$ cat config.mk
export PLATFORM = sky130hd
export DESIGN_NAME = v_hier_subsub_pipe
export DESIGN_NICKNAME = d
export VERILOG_FILES = /design/src/rtl/v_hier_pkg.sv /design/src/rtl/v_hier_pipe_stage.sv /design/src/rtl/v_hier_subsub_pipe.sv
export SDC_FILE = /design/constraint.sdc
export NUM_CORES = 1
export LEC_CHECK = 0
export CAP_MARGIN = 20
export CORE_MARGIN = 2
export CORE_UTILIZATION = 50
export DETAILED_ROUTE_END_ITERATION = 10
export PLACE_DENSITY = 0.94
export SLEW_MARGIN = 20
export SYNTH_ARGS = -nofsm -noshare
export SYNTH_HDL_FRONTEND = slang
export SYNTH_SLANG_ARGS = --single-unit
$ cat constraint.sdc
create_clock -name clk -period 3.8 [get_ports clk]
set_input_delay 0.38 -clock clk [delete_from_list [all_inputs] [get_ports clk]]
set_output_delay 0.38 -clock clk [all_outputs]
set_load 0.1 [all_outputs]
$ cat src/rtl/v_hier_pkg.sv
// Shared definitions for the hier pipeline slice: mode encodings and the
// occupancy-counter width helper.
package v_hier_pkg;

  localparam logic MODE_PIPE = 1'b0;
  localparam logic MODE_BYP  = 1'b1;

  function automatic int occ_width(input int depth);
    return (depth < 1) ? 1 : $clog2(depth + 1);
  endfunction

endpackage

$ cat src/rtl/v_hier_pipe_stage.sv
// One elastic register slot: holds a word until the downstream side takes it.
// Handshake: a word moves when valid & ready are both high at the rising edge.
module v_hier_pipe_stage #(
  parameter int WIDTH = 8
) (
  input  logic             clk,
  input  logic             rst_n,
  input  logic             flush,
  input  logic             in_valid,
  output logic             in_ready,
  input  logic [WIDTH-1:0] in_data,
  output logic             out_valid,
  input  logic             out_ready,
  output logic [WIDTH-1:0] out_data
);

  // Empty slots always accept; a full slot accepts only while it is being drained.
  assign in_ready = ~out_valid | out_ready;

  always_ff @(posedge clk or negedge rst_n) begin
    if (!rst_n) begin
      out_valid <= 1'b0;
      out_data  <= '0;
    end else begin
      if (flush) begin
        out_valid <= 1'b0;
      end else if (in_ready) begin
        out_valid <= in_valid;
      end
      if (in_valid && in_ready) begin
        out_data <= in_data;
      end
    end
  end

endmodule

$ cat src/rtl/v_hier_subsub_pipe.sv
// Leaf stage of the hier hierarchy: DEPTH elastic stages with a zero-latency
// bypass mode, synchronous flush and an occupancy counter.
module v_hier_subsub_pipe
  import v_hier_pkg::*;
#(
  parameter int WIDTH = 8,
  parameter int DEPTH = 2,
  parameter int OCC_W = occ_width(DEPTH)
) (
  input  logic             clk,
  input  logic             rst_n,
  input  logic             flush,
  input  logic             bypass,
  input  logic             a_valid,
  output logic             a_ready,
  input  logic [WIDTH-1:0] a,
  output logic             q_valid,
  input  logic             q_ready,
  output logic [WIDTH-1:0] q,
  output logic [OCC_W-1:0] occupancy,
  output logic             busy
);

  logic                        mode_r;
  logic                        mode_nxt;
  logic [DEPTH:0]              v_chain;
  logic [DEPTH:0]              r_chain;
  logic [DEPTH:0][WIDTH-1:0]   d_chain;
  logic                        gate_in;
  logic                        push;
  logic                        pop;
  logic [OCC_W-1:0]            occ_r;

  // A pending bypass request blocks new input so the stages drain before the switch.
  assign gate_in    = ~flush & ~(bypass & busy);
  assign v_chain[0] = a_valid & gate_in & (mode_r == MODE_PIPE);
  assign d_chain[0] = a;
  assign r_chain[DEPTH] = q_ready;

  for (genvar g = 0; g < DEPTH; g++) begin : g_stage
    v_hier_pipe_stage #(.WIDTH(WIDTH)) u_stage (
      .clk       (clk),
      .rst_n     (rst_n),
      .flush     (flush),
      .in_valid  (v_chain[g]),
      .in_ready  (r_chain[g]),
      .in_data   (d_chain[g]),
      .out_valid (v_chain[g+1]),
      .out_ready (r_chain[g+1]),
      .out_data  (d_chain[g+1])
    );
  end

  assign push = v_chain[0] & r_chain[0];
  assign pop  = v_chain[DEPTH] & q_ready & (mode_r == MODE_PIPE);

  always_comb begin
    q       = d_chain[DEPTH];
    q_valid = v_chain[DEPTH];
    a_ready = r_chain[0] & gate_in;
    if (mode_r == MODE_BYP) begin
      q       = a;
      q_valid = a_valid;
      a_ready = q_ready & ~flush;
    end
  end

  // Mode only changes while the stages are empty and nothing is entering them.
  always_comb begin
    mode_nxt = mode_r;
    if ((occ_r == '0) && !push) begin
      mode_nxt = bypass ? MODE_BYP : MODE_PIPE;
    end
  end

  always_ff @(posedge clk or negedge rst_n) begin
    if (!rst_n) begin
      mode_r <= MODE_PIPE;
    end else begin
      mode_r <= mode_nxt;
    end
  end

  always_ff @(posedge clk or negedge rst_n) begin
    if (!rst_n) begin
      occ_r <= '0;
    end else if (flush) begin
      occ_r <= '0;
    end else if (push && !pop) begin
      occ_r <= occ_r + 1'b1;
    end else if (pop && !push) begin
      occ_r <= occ_r - 1'b1;
    end
  end

  assign occupancy = occ_r;
  assign busy      = (occ_r != '0);

endmodule

; Yosys cells after proc, flatten, opt, wreduce, memory -nomap -nowiden
; Index checks and enable logic that the tools add are counted.
[totals]
regBits = 21
latchBits = 0
mem_bits_rw = 0
mem_bits_ro = 0
in_bits = 14
output_inout_bits = 13
wordCells = 47
memories = 0
[classes]
addsub = 2
n_mul = 0
div = 0
order_cmp = 0
n_eq_ne = 0
shifts = 0
mux = 11
bitwise_logic = 16
reduce_logical = 12
[ops]
columns = op, count
row1 = 1-bit bitwise AND, 9
row2 = 8-bit two-way mux, 1
row3 = 1-bit two-way mux, 7
row4 = 2-bit two-way mux, 3
row5 = 2-bit nonzero test, 3
row6 = 1-bit logical AND, 5
row7 = 1-bit NOT, 5
row8 = 3-bit nonzero test, 1
row9 = 2-bit by 1-bit adder with 2-bit output (second input constant), 1
row10 = 1-bit zero test, 2
row11 = 2-bit zero test, 1
row12 = 1-bit bitwise OR, 2
row13 = 2-bit by 1-bit subtractor with 2-bit output (second input constant), 1

; Longest topological paths before layout
[logic_depth]
ltp_word = 12
mapped_depth = 5
depth_no_buf = 4

; By module
; A second synthesis with hierarchy kept.
[hier_totals]
hier_cells = 76
area_unflattened_um2 = 1079.8
[modules_own_cells]
columns = mod, instances, cells_per_inst, area_per_inst_um2, seq_area_each_um2
row1 = v_hier_pipe_stage, 2, 21, 379.1, 225.2
row2 = v_hier_subsub_pipe, 1, 34, 321.6, 75.1

; Least setup slack after synthesis
; No wires, ideal clock.
[synth_timing]
path_kind = reg-to-output
startpoint = register mode_r
endpoint = output q_valid
t_arrival_ns = 2.838
required_ns = 3.420
slack_ns = 0.582
stages_incl_launch_ff = 4
n_path_buf = 2
cell_sequence = dfrtp_1 -> buf_2 -> clkbuf_1 -> o21ai_0
[synth_between]
elab_chain_cells = 1
[synth_rtl]
columns = item, line
row1 = from (decl), v_hier_subsub_pipe.sv:24  ; logic mode_r;
row2 = from (signal assigned), v_hier_subsub_pipe.sv:80  ; mode_r <= mode_nxt;
row3 = 1-bit two-way mux, v_hier_subsub_pipe.sv:61  ; if (mode_r == MODE_BYP) begin
row4 = to (decl), v_hier_subsub_pipe.sv:17  ; output logic q_valid,
; No other way between the ends.

; Worst setup path after layout
[layout_timing]
startpoint = register mode_r
endpoint = output q[2]
[layout_between]
elab_chain_cells = 1
[layout_rtl]
columns = item, line
row1 = 8-bit two-way mux, v_hier_subsub_pipe.sv:61
row2 = to (decl), v_hier_subsub_pipe.sv:19  ; output logic [WIDTH-1:0] q,
; No other way between the ends.

==> run summary <==
Final Max Slew Viols: 0
top layer in use: met4
Least-Margin Pin Slew: 0.972 ns
worst setup path class: reg2out
Worst R2R End: g_stage[0].u_stage.out_data[6]$_DFFE_PN0P_
startpoint type of the worst setup path: flop
cell family with most CP delay: buffers and inverters
CP max FO: 17
Final setup viols: 0
Tcrit/Tclk final: 0.748
Hold EP: g_stage[1].u_stage.out_data[0]$_DFFE_PN0P_
CTS H-tree lvls: 1
post-synth net total: 96
outcome: complete, no violations
GRT Util Overall: 0.189
Crit. End Element: output pin
Die ar.: 2440 sq um
register area: 526 sq um
nets: 123
Synth area leaders: dfrtp_1 (51%), mux2_2 (26%), nand3b_1 (2.2%)
chip height: 49.4 um
row count: 16
slowest CP cell: clkdlybuf4s50_1
RSZ-0062 raised after global routing: no
Post-Synth Adder-Cell Area: 0
root buffer cell: clkbuf_4
Post-Syn Instances: 82
Placer Congestion: 0.768
fmax: 0.352 GHz
Routed WL per cell: 15.2 um
via/cell ratio: 5.58
hold_buf cts: 0
Max-Slew Margin vs Limit: 0.350
Metal-1 WL: 856 um
DRT Pass-1 Iters: 4
Clock Skews: 0.00469 ns
R2R Setup Slk: 1.93 ns
gr ovfl total: 0
Mapped Area: 1030 sq um
most frequent cells in the layout: mux2_2 (24), clkdlybuf4s50_1 (24), dfrtp_1 (21), a21oi_1 (4), nor2_1 (4)
largest family of logic cells by synthesized area: multiplexers
initial antenna violation count: 0
Layout area overhead: 28.8%
Antenna diodes: 0
IO Pins: 27
top cell type's share of synthesized area: 0.510
Starting Density: 0.526
Iter 0 DRT Violations: 12
Hold Fails Final Rpt: 0
Final ANT Viol Nets: 0
Clock Sinks: 21
first-pass GRT wire length: 3.45 mm
largest net degree at the start of global routing: 22
CP Buf/Inv Count: 1
Slowest Stage Delay on Critical Path: 1.13 ns
CTS tree: yes
post-cts sizing count: 0
maxcap violations: 0
Worst Path Arrival: 2.46 ns
worst hold-check path type: reg2reg
Post-route DRC: 0
met2 routed WL: 1.09 mm
buffers added on ports: 26
Setup Fix Bufs, Post-CTS: 0
ratio of cells with drive above 1 in the final layout: 0.306
hold path startpoint: g_stage[1].u_stage.out_data[0]$_DFFE_PN0P_
Compound-Gate Fraction of Synth Area: 0.0667
reg2reg path depth: 4
core area: 1960 sq um
Yosys top cell by area: dfrtp_1
via count: 753
Reg clk slew, reported paths: 0.12 ns
critical path, cell by cell: mux2_2 > clkdlybuf4s50_1
Multi-input gate area: 478 sq um
final wirelength: 2.05 mm
synth warn: 0
WHS Path Cells: 1
Worst-Skew Late Latency: 0.31 ns
Simple-Gate Fraction of Synth Area: 0.109
metal3 WL: 71 um
library cells used by synthesis: 25
Num CTS Buffers: 3
syn avg cell area: 12.6 sq um
final HPWL from detailed placement: 1.51 mm
r2r startpoint: mode_r$_DFFE_PN0P_
setup tns final: 0 ns
post-synthesis sequential area ratio: 0.510
vias in the first global route: 790
Tmin final: 2.84 ns
Die Wd: 49.4 um
Clock Path Buffers: 2
CP required: 3.42 ns
flops & latches, synth: 21
fillers: 157
Post-Synth XOR/XNOR Area: 0.0255
mux contribution to synthesized area: 0.262
worst max path at each step:
stage / startpoint / to / slack [ns] / depth (start not counted)
floorplan: mode_r$_DFFE_PN0P_ / q_valid / 0.58 / 3
global placement: a[3] / q[3] / 1.27 / 3
finish: mode_r$_DFFE_PN0P_ / q[2] / 0.96 / 2
CTS: mode_r$_DFFE_PN0P_ / q[2] / 0.96 / 2
global route: mode_r$_DFFE_PN0P_ / q[1] / 0.84 / 2
detailed placement: a[0] / q[0] / 1.28 / 3
layer usage:
metal,track usage,vias to the layer above
met1,0.218,379
met2,0.347,20
li1,-,349
met4,0.0694,0
met5,0,-
met3,0.0337,5
worst reg2reg max path: cells and delay by family (launching register included):
| family | cells | cell delay [ns] |
|---|---|---|
| AND/OR/NAND/NOR | 3 | 0.75 |
| flip-flops | 1 | 0.62 |
| multiplexers | 1 | 0.39 |
sequential cells by signal (all words and copies together) (netlist names):
name / cells
g_stage.u_stage.out_data: 16
mode_r: 1
g_stage.u_stage.out_valid: 2
occupancy: 2
per-stage QoR:
| stage | setup slack, ns | hold WS (ns) | instances | utilization | instance area, sq um |
|---|---|---|---|---|---|
| after global routing | 0.838 | 0.529 | 135 | 0.677 | 1330 |
| final | 0.959 | 0.513 | 135 | 0.677 | 1330 |
| after CTS | 0.958 | 0.520 | 135 | 0.677 | 1330 |
| after floorplan | 0.582 | 0.0844 | 82 | - | 1030 |
| after global placement | 1.27 | 0.484 | 131 | 0.663 | 1300 |
| after detailed placement | 1.28 | 0.492 | 131 | 0.663 | 1300 |
final cells by class:
cell class / count / area share
flip-flops and latches: 21 / 0.396
clock buffers: 3 / 0.0170
inverters: 2 / 0.00566
multi-input cells: 55 / 0.360
clock inverters: 1 / 0.00377
well taps: 27 / 0.0254
repair buffers: 26 / 0.192
logic make-up (layout without fill, tap and decap cells):
group,count (synthesis),after routing
buf+inv,6,32
mux,24,24
xor+xnor,3,3
compound gates,11,11
simple gates,17,17
flops,21,21
Yosys cell counts:
cell type	count
nor2b_1	1
nor2_1	4
buf_4	1
buf_2	1
nor4bb_1	1
nor3_4	1
and3b_1	1
mux2_2	24
o22a_1	1
o2bb2ai_1	1
nand3_1	1
a21oi_1	4
xor2_1	1
o21ai_0	2
xnor2_1	2
o21ai_2	1
nand3b_1	3
o21ai_1	1
dfrtp_1	21
nand4bb_1	1
a21boi_0	1
or2_2	1
inv_1	2
nand2_1	3
clkbuf_1	2
Power is left out: the tool's default activity adds up to more than one toggle a clock period on the data nets, which glitch-free logic cannot reach.
